## src/rtl/mux_pkg.sv

```systemverilog
`default_nettype none
// ============================================================================
//  Module      : mux_pkg
//  Description : Shared types and constants for the registered mux/arbiter.
//  Revision    : 1.0 - initial release
// ============================================================================
package mux_pkg;

  // Operating mode of the channel mux.
  typedef enum logic {
    MUX_SELECT      = 1'b0,
    MUX_ROUND_ROBIN = 1'b1
  } mux_mode_t;

  // Largest channel count the block is intended to be built with.
  localparam int MUX_MAX_CHANNELS = 64;

endpackage : mux_pkg
`default_nettype wire

```

## src/rtl/mux_arb_reg_rr_arbiter.sv

```systemverilog
`default_nettype none
// ============================================================================
//  Module      : rr_arbiter
//  Description : Combinational rotate-priority pick. Scans requests starting
//                at ptr_i and wrapping modulo CHANNELS; reports the first hit.
//  Revision    : 1.0 - initial release
// ============================================================================
module rr_arbiter #(
  parameter  int CHANNELS = 32,
  localparam int SEL_W    = $clog2(CHANNELS)
) (
  input  logic [CHANNELS-1:0] req_i,
  input  logic [SEL_W-1:0]    ptr_i,
  output logic                grant_valid_o,
  output logic [SEL_W-1:0]    grant_idx_o
);

  logic [2*CHANNELS-1:0] w_dbl;
  logic [CHANNELS-1:0]   w_rot;
  logic [SEL_W:0]        w_sum;

  // Rotate requests so ptr_i lands on bit 0, take the lowest set bit, then
  // map the rotated position back to a channel index.
  always_comb begin
    w_dbl         = {req_i, req_i} >> ptr_i;
    w_rot         = w_dbl[CHANNELS-1:0];
    grant_valid_o = 1'b0;
    w_sum         = '0;
    // Descending scan: the last hit written is the lowest rotated position.
    for (int i = CHANNELS - 1; i >= 0; i--) begin
      if (w_rot[i]) begin
        grant_valid_o = 1'b1;
        w_sum         = {1'b0, ptr_i} + (SEL_W+1)'(i);
      end
    end
    if (w_sum >= (SEL_W+1)'(CHANNELS)) begin
      w_sum = w_sum - (SEL_W+1)'(CHANNELS);
    end
    grant_idx_o = w_sum[SEL_W-1:0];
  end

endmodule : rr_arbiter
`default_nettype wire

```

## src/rtl/mux_arb_reg.sv

```systemverilog
`default_nettype none
// ============================================================================
//  Module      : mux_arb_reg
//  Description : CHANNELS-to-1 registered mux with valid/ready handshakes.
//                SELECT mode follows an explicit index; ROUND_ROBIN mode
//                arbitrates fairly among valid channels.
//  Revision    : 1.0 - initial release
// ============================================================================
module mux_arb_reg
  import mux_pkg::*;
#(
  parameter  int N        = 32,
  parameter  int CHANNELS = 32,
  localparam int SEL_W    = $clog2(CHANNELS)
) (
  input  logic                  clk,
  input  logic                  rst_n,
  input  mux_mode_t             mode,
  input  logic [SEL_W-1:0]      select,
  input  logic [CHANNELS*N-1:0] in_data,
  input  logic [CHANNELS-1:0]   in_valid,
  output logic [CHANNELS-1:0]   in_ready,
  output logic [N-1:0]          out_data,
  output logic                  out_valid,
  input  logic                  out_ready,
  output logic [SEL_W-1:0]      out_chan
);

  // Select can address 2**SEL_W slots; slots beyond CHANNELS read as invalid.
  localparam int               SEL_SPAN  = 1 << SEL_W;
  localparam logic [SEL_W-1:0] LAST_CHAN = SEL_W'(CHANNELS - 1);

  logic [N-1:0]        out_data_q,  out_data_d;
  logic                out_valid_q, out_valid_d;
  logic [SEL_W-1:0]    out_chan_q,  out_chan_d;
  logic [SEL_W-1:0]    rr_ptr_q,    rr_ptr_d;

  logic [SEL_SPAN-1:0] w_valid_ext;
  logic                w_sel_in_range;
  logic                w_rr_valid;
  logic [SEL_W-1:0]    w_rr_idx;
  logic                w_grant_valid;
  logic [SEL_W-1:0]    w_grant_idx;
  logic                w_free;
  logic                w_xfer;
  logic [N-1:0]        w_sel_data;

  assign w_valid_ext    = SEL_SPAN'(in_valid);
  assign w_sel_in_range = ({1'b0, select} < (SEL_W+1)'(CHANNELS));
  assign w_free         = !out_valid_q || out_ready;
  assign w_xfer         = w_grant_valid && w_free;

  rr_arbiter #(
    .CHANNELS (CHANNELS)
  ) u_rr_arbiter (
    .req_i         (in_valid),
    .ptr_i         (rr_ptr_q),
    .grant_valid_o (w_rr_valid),
    .grant_idx_o   (w_rr_idx)
  );

  // Grant source depends on mode; an out-of-range select never grants.
  always_comb begin
    w_grant_valid = 1'b0;
    w_grant_idx   = '0;
    if (mode == MUX_SELECT) begin
      w_grant_valid = w_sel_in_range && w_valid_ext[select];
      w_grant_idx   = select;
    end else begin
      w_grant_valid = w_rr_valid;
      w_grant_idx   = w_rr_idx;
    end
  end

  // Data mux over constant slices, indexed by the granted channel.
  always_comb begin
    w_sel_data = '0;
    for (int k = 0; k < CHANNELS; k++) begin
      if (w_grant_idx == SEL_W'(k)) begin
        w_sel_data = in_data[k*N +: N];
      end
    end
  end

  // One-hot ready to the granted channel only when the output can accept;
  // held low throughout reset.
  always_comb begin
    in_ready = '0;
    if (w_xfer && rst_n) begin
      in_ready = CHANNELS'(1) << w_grant_idx;
    end
  end

  // Next state of the output register and round-robin pointer.
  always_comb begin
    out_data_d  = out_data_q;
    out_valid_d = out_valid_q;
    out_chan_d  = out_chan_q;
    rr_ptr_d    = rr_ptr_q;
    if (w_free) begin
      out_valid_d = w_xfer;
      if (w_xfer) begin
        out_data_d = w_sel_data;
        out_chan_d = w_grant_idx;
        if (mode == MUX_ROUND_ROBIN) begin
          rr_ptr_d = (w_grant_idx == LAST_CHAN) ? '0 : w_grant_idx + 1'b1;
        end
      end
    end
  end

  // State registers with asynchronous active-low clear.
  always_ff @(posedge clk or negedge rst_n) begin
    if (!rst_n) begin
      out_data_q  <= '0;
      out_valid_q <= 1'b0;
      out_chan_q  <= '0;
      rr_ptr_q    <= '0;
    end else begin
      out_data_q  <= out_data_d;
      out_valid_q <= out_valid_d;
      out_chan_q  <= out_chan_d;
      rr_ptr_q    <= rr_ptr_d;
    end
  end

  assign out_data  = out_data_q;
  assign out_valid = out_valid_q;
  assign out_chan  = out_chan_q;

endmodule : mux_arb_reg
`default_nettype wire

```

## config.mk

```make
export PLATFORM = sky130hd
export DESIGN_NAME = mux_arb_reg
export DESIGN_NICKNAME = d
export VERILOG_FILES = /design/src/rtl/mux_pkg.sv /design/src/rtl/mux_arb_reg_rr_arbiter.sv /design/src/rtl/mux_arb_reg.sv
export SDC_FILE = /design/constraint.sdc
export NUM_CORES = 1
export LEC_CHECK = 0
export CAP_MARGIN = 0
export CORE_AREA = 2 2 442 444
export DETAILED_ROUTE_END_ITERATION = 16
export DIE_AREA = 0 0 444 446
export MAX_ROUTING_LAYER = met4
export SYNTH_ARGS = -nofsm -noshare
export SYNTH_HDL_FRONTEND = slang
export SYNTH_SLANG_ARGS = --single-unit
```

## constraint.sdc

```tcl
create_clock -name clk -period 8.8 [get_ports clk]
set_clock_uncertainty 0.15 [all_clocks]
set_input_delay 1.76 -clock clk [delete_from_list [all_inputs] [get_ports clk]]
set_output_delay 1.76 -clock clk [all_outputs]
set_load 0.05 [all_outputs]
```

==> run_results.csv, run 1 <==
group,metric,value,unit
run,cap_violations,0,
clock_tree,cts_buffers,5,
global_route,grtUsageTotal,29.9,%
power_and_ir_drop,power_switching,13000,uW
cells_and_area,multi_input_area,17300,um^2
cells_and_area,most-common-layout-cells,"1090 x clkdlybuf4s50_1, 891 x buf_4, 272 x nor2_1",
synthesis,synth_area_leaders,"mux4_2 7.9%, a21oi_1 6.9%, nor2_1 6.1%, dfrtp_1 5.7%, nand2_1 5.4%",
clock_tree,cts_tree,"built",
timing,finalCriticalPeriod,8770,ps
clock_tree,cts_hold_buf,0,
die,dieHeight,446,um
global_route,grt_max_degree,67,
drt,drc_errors,0,
timing,tightest_slew,1270,ps
timing,fin_crit_sh,99.6,%
synthesis,yosysUniqueCellTypes,98,
critical_path,end_kind,"flip-flop",
synthesis,synth_ff_type,"dfrtp_1",
die,fp.dieW,444,um
synthesis,synth_edf_count,0,
timing,whs,334,ps
die,initial_utilization,9.75,%
outcome,status,"finished, final reports clean",
power_and_ir_drop,p_per_area,503,nW/um^2
drt,wirelength,303,mm
die,rows,162,
power_and_ir_drop,p_total,21400,uW
timing,relSlewSlack,14.8,%
synthesis,synth_nets,3906,
drt,wire_per_inst,41.4,um
power_and_ir_drop,p_comb_share,96.9,%
clock_tree,cts.clk_slew.worst_paths,90,ps
drt,dr.first_iter.drc_count,4517,
min_path,hp-class,"reg2reg",
clock_tree,cts.sinks,43,
drt,first_pass_iters,5,
synthesis,yosysTopAreaCell,"mux4_2",
timing,hold_viol_final,0,
power_and_ir_drop,swShare,60.6,%
synthesis,yosysWarnings,0,
power_and_ir_drop,p_int,8440,uW
global_route,grt_pass1_wl,378,mm
critical_path,start_kind,"input port",
cells_and_area,ff_latch_area,1080,um^2
die,top_level_ports,1135,
power_and_ir_drop,power_leakage,0.0163,uW
synthesis,synth_cells,2821,
global_route,antenna_found_initial,160,
cells_and_area,nNetsFinal,5773,
cells_and_area,layout-drive-gt1-share,28.3,%
critical_path,critical_path_class,"in2reg",
cells_and_area,n_fill_cell,21600,
die,die_area,198000,um^2
synthesis,ys_seq_elements,43,
cells_and_area,syn_to_final_growth,125,%
critical_path,worst_ep_required_time,8870,ps
placed_design,gp_congestion,1.06,
timing,finalSetupViolCount,0,
power_and_ir_drop,p_seq_share,2.0,%
drt,num_vias,36300,
synthesis,syn_avg_cell_area,6.69,um^2
drt,ant_nets,0,
synthesis,synth_top_area_share,7.87,%
placed_design,io_buffers,1134,
placed_design,placed_cell_area,41500,um^2
drt,vias_per_cell,4.95,
cells_and_area,layout_commonest_cell,"clkdlybuf4s50_1",
cells_and_area,fin_area,42500,um^2
global_route,grt_pass1_vias,35300,
global_route,grt_overflow_total,0,
timing,maxSlewViolCount,0,
synthesis,synthArstFlopShare,100,%
critical_path,path_common_cell,"buf_4",
clock_tree,clk_latency,340,ps
placed_design,dp_hpwl,270,mm
power_and_ir_drop,peakVddDrop,0.211,mV
clock_tree,htree_levels,2,
clock_tree,root_buffer,"clkbuf_16",
critical_path,arrival,8840,ps
critical_path,cpMaxStageDelayCell,"mux4_2",
critical_path,crit_path_max_fanout,6,
critical_path,cp_slowest_stage_delay,510,ps
synthesis,seq_area_frac_synth,5.70,%
die,core-area,194000,um^2
timing,fmax,114,MHz
timing,finalSetupTns,0,ps
synthesis,syn-cell-area,18900,um^2
power_and_ir_drop,clockPowerShare,1.1,%
clock_tree,cts_max_path_buffers,2,
[per-layer routing]
| layer | up-vias | global-route usage, % | wire (um) |
|---|---|---|---|
| li1 | 15100 | - | - |
| met1 | 18400 | 36.0 | 122000 |
| met2 | 2302 | 46.6 | 138000 |
| met3 | 451 | 5.66 | 22600 |
| met4 | 0 | 17.3 | 20200 |
| met5 | - | - | 0 |
[critical path: cells and delay by family]
kind	cells	cell delay (ps)
fa+ha+maj	1	200
buf+inv	12	2260
simple gates	4	860
mux	3	1110
compound gates	11	2580
[layout make-up]
type                    instances  area share, %
flip-flops and latches         43           2.55
well taps                    2542           7.48
clock buffers                   6          0.303
multi-input cells            2468           40.8
repair buffers               2128           47.9
diodes                         96          0.565
clock inverters                 2         0.0294
inverters                      42          0.406
[registers in the layout, indices dropped and copies added (netlist names)]
name       flops
rr_ptr_q       5
out_valid      1
out_chan       5
out_data      32
[what timing repair did]
| action | CTS | global route |
|---|---|---|
| pin swaps | 6 | 16 |
| setup buffers | 4 | 7 |
| gates resized for setup | 82 | 69 |
| setup endpoints to repair | 62 | 61 |
| endpoints found under the hold margin | 0 | 0 |
[worst paths after layout]
path                              startpoint      endpoint  slack [ps]  cells after the start
worst min register to register   out_chan[2]   out_chan[2]         330                      2
max in group asynchronous              rst_n   rr_ptr_q[1]        6480                      1
worst max-delay path            in_valid[25]  out_data[17]          30                     31
min in group asynchronous              rst_n     out_valid        1320                      1
worst max register to register   rr_ptr_q[3]  out_data[17]        1090                     30
worst min-delay path             out_chan[2]   out_chan[2]         330                      2
[power groups by stage]
| stage | Combinational [uW] | Clock (uW) | Sequential (uW) |
|---|---|---|---|
| 2_1_floorplan | 6920 | 0 | 632 |
| 3_3_place_gp | 19800 | 0 | 430 |
| 3_5_place_dp | 19700 | 0 | 432 |
| 4_1_cts | 20000 | 238 | 428 |
| 5_1_grt | 21200 | 236 | 438 |
| 6_report | 20700 | 228 | 430 |
[cell families (layout without fill, tap and decap cells)]
logic type | count (synthesis) | in the layout | synth area share, %
compound gates | 1188 | 1188 | 43.9
simple gates | 1050 | 1050 | 26.4
buf+inv | 310 | 2178 | 7.03
mux | 185 | 185 | 14.4
flops | 43 | 43 | 5.70
xor+xnor | 25 | 25 | 1.16
fa+ha+maj | 20 | 20 | 1.33
other cells | 0 | 96 | 0
[through the flow]
step           setup WS [ps]  util [%]  instances
2_1_floorplan           11.5         -       2821
3_3_place_gp           -1240      21.4       7212
3_5_place_dp           -1310      21.4       7212
4_1_cts                -23.4      21.7       7224
5_1_grt                -3.12      22.0       7317
6_report                31.5      22.0       7327
[cells in the mapped netlist, types with 20 or more instances]
library cell    n
buf_2          44
a221o_1        37
o221ai_1       43
inv_1          35
a31oi_1        23
dfrtp_1        43
mux4_2         66
xnor2_1        20
nand2b_1       27
mux2i_1        82
o21ai_0       177
ha_1           20
nand4_1        35
nand2_1       273
nor3_1         95
mux2_2         30
o22ai_1        93
a21oi_1       261
a211oi_1       55
o2111ai_1      24
nor2_1        305
and3_1         75
a22o_1         26
a2111oi_0      37
a221oi_1       65
a22oi_1        63
o21a_1         29
nand3_1       111
o211ai_1       51
clkbuf_1      170
or3_1          22
buf_1          37
Note: power is estimated with default switching activity, not from simulation.
==> inputs of run 2 (changes only) <==
==> constraint.sdc (replaced) <==
create_clock -name clk -period 8.8 [get_ports clk]
set_clock_uncertainty 0.15 [all_clocks]
set_input_delay 1.76 -clock clk [delete_from_list [all_inputs] [get_ports clk]]
set_output_delay 1.76 -clock clk [all_outputs]
set_load 0.01 [all_outputs]
==> run 2 against run 1 <==
  * The run now ends with setup timing left
  * First-iteration DRC count is 1.6% lower
  * Global-route usage grew 0.25 points
  * Clock-buffer cell count is 1 lower
  * Fmax shrank 0.51%
  * Via count about the same
  * Design area down 1.6%
  * Cell count up 0.19%
  * Total power decreased by 3.3%
  * Largest power group unchanged
==> run_results.csv, run 2 (same netlist as run 1, synthesis figures left out) <==
group,metric,value,unit
outcome,status,"finished, violations left",
outcome,violations,"setup timing",
placed_design,dp.cells,7224,
global_route,antenna_found_initial,157,
timing,setup_slack,-13.9,ps
critical_path,end_kind,"flip-flop",
clock_tree,cts.clk_slew.worst_paths,90,ps
power_and_ir_drop,peakVddDrop,0.210,mV
drt,vias_per_cell,4.94,
drt,num_vias,36300,
timing,fmax,113,MHz
timing,finalCriticalPeriod,8810,ps
die,initial_utilization,9.75,%
die,dieHeight,446,um
cells_and_area,final-instance-count-excl-fill,7341,
die,top_level_ports,1135,
min_path,hp-class,"reg2reg",
cells_and_area,multi_input_area,17300,um^2
clock_tree,cts_tree,"built",
timing,hold_viol_final,0,
timing,maxSlewViolCount,0,
timing,relSlewSlack,36.9,%
die,core-area,194000,um^2
timing,finalSetupViolCount,1,
die,rows,162,
placed_design,gp_congestion,1.05,
placed_design,dp_hpwl,270,mm
timing,fin_crit_sh,100,%
clock_tree,cts_max_path_buffers,2,
die,fp.dieW,444,um
cells_and_area,fin_util,21.6,%
drt,ant_nets,0,
global_route,grt_max_degree,65,
global_route,grtUsageTotal,30.2,%
clock_tree,cts.sinks,43,
cells_and_area,most-common-layout-cells,"1089 x clkdlybuf4s50_1, 924 x buf_4, 293 x nor2_1",
power_and_ir_drop,p_per_area,494,nW/um^2
run,cap_violations,0,
drt,dr.first_iter.drc_count,4444,
clock_tree,cts_buffers,5,
cells_and_area,syn_to_final_growth,122,%
global_route,grt_overflow_total,0,
drt,drc_errors,0,
cells_and_area,ff_latch_area,1090,um^2
cells_and_area,nNetsFinal,5781,
critical_path,critical_path_class,"in2reg",
cells_and_area,layout_commonest_cell,"clkdlybuf4s50_1",
critical_path,r2r_slack,890,ps
global_route,grt_pass1_vias,35200,
clock_tree,clk_latency,360,ps
power_and_ir_drop,power_leakage,0.0162,uW
global_route,grt_pass1_wl,380,mm
cells_and_area,largest_reg_flops,32,
clock_tree,htree_levels,2,
drt,first_pass_iters,6,
cells_and_area,layout-drive-gt1-share,27.6,%
critical_path,start_kind,"input port",
die,die_area,198000,um^2
placed_design,io_buffers,1134,
critical_path,crit_path_max_fanout,23,
drt,wire_per_inst,41.6,um
cells_and_area,n_fill_cell,21800,
timing,rsz0062_at_grt,"yes",
timing,tightest_slew,944,ps
critical_path,arrival,8950,ps
clock_tree,root_buffer,"clkbuf_16",
critical_path,worst_ep_required_time,8940,ps
drt,wirelength,306,mm
run 2: cell types whose count changed in the layout (fill, tap and decap cells not counted), sizes merged:
cell	delta
clkdlybuf4s50	-1
buf	-24
diode	+6
clkbuf	+5
inv	+2
clkinvlp	-1
dlygate4sd2	+19
clkdlybuf4s15	+8
run 2: worst max-delay path, stage by stage:
cell	delay (ps)
clkdlybuf4s50_1	400
buf_4	180
buf_4	150
mux2_2	260
mux4_2	570
a32o_2	320
or2_2	360
a21oi_2	170
o311ai_2	150
a211oi_2	240
buf_4	160
o41ai_4	70
buf_4	170
a211o_1	260
a21o_1	200
mux2_2	280
buf_4	170
ha_4	200
buf_4	160
buf_4	270
nand3_1	410
nand4_1	300
buf_4	250
buf_4	170
a2111oi_2	630
a21oi_1	290
buf_4	220
o22ai_1	120
run 2: path summary, 6_finish.rpt:
check / from / depth (start not counted) / endpoint
max: in_valid[10] / 28 / out_data[12]
min: out_chan[2] / 2 / out_chan[2]
max reg2reg: rr_ptr_q[0] / 26 / out_data[12]
min reg2reg: out_chan[2] / 2 / out_chan[2]
max in group asynchronous: rst_n / 2 / out_data[2]
min in group asynchronous: rst_n / 1 / out_chan[2]
run 2: repair_timing:
item	in CTS	in global routing
resized for setup	125	69
pin swaps	10	14
hold buffers	0	0
setup endpoints to repair	64	58
buffers inserted	5	2
run 2: per-layer routing:
layer	GRT usage (%)	part of all wire, %
met4	18.8	7.2
met5	-	0
met1	35.9	40
met3	6.22	7.8
met2	46.6	45
run 2: cell type report:
cell class                 instances  area share (%)
timing repair buffer            2136            47.2
multi-input combinational       2468            41.3
tap                             2542            7.60
sequential                        43            2.59
antenna                          102           0.610
inverter                          42           0.395
clock buffer                       5           0.299
clock inverter                     3          0.0628
run 2: stage by stage:
stage / worst slack [ps] / power, uW / hold slack, ps / instance area, um^2 / TNS [ps]
floorplan: 15.9 / 7270 / 366 / 18900 / 0
global placement: -1400 / 19600 / 319 / 40900 / -61330
detailed placement: -1310 / 19400 / 324 / 40900 / -57940
CTS: -10.8 / 20100 / 346 / 41400 / -17.6
global route: -31.4 / 21200 / 370 / 41800 / -86.0
finish: -13.9 / 20700 / 335 / 41900 / -13.9
run 2: report_power, final:
part,total [uW],internal (uW),switching (uW)
combinational,20000,7680,12300
sequential,488,304,184
clock,246,109,136
total,20700,8090,12600
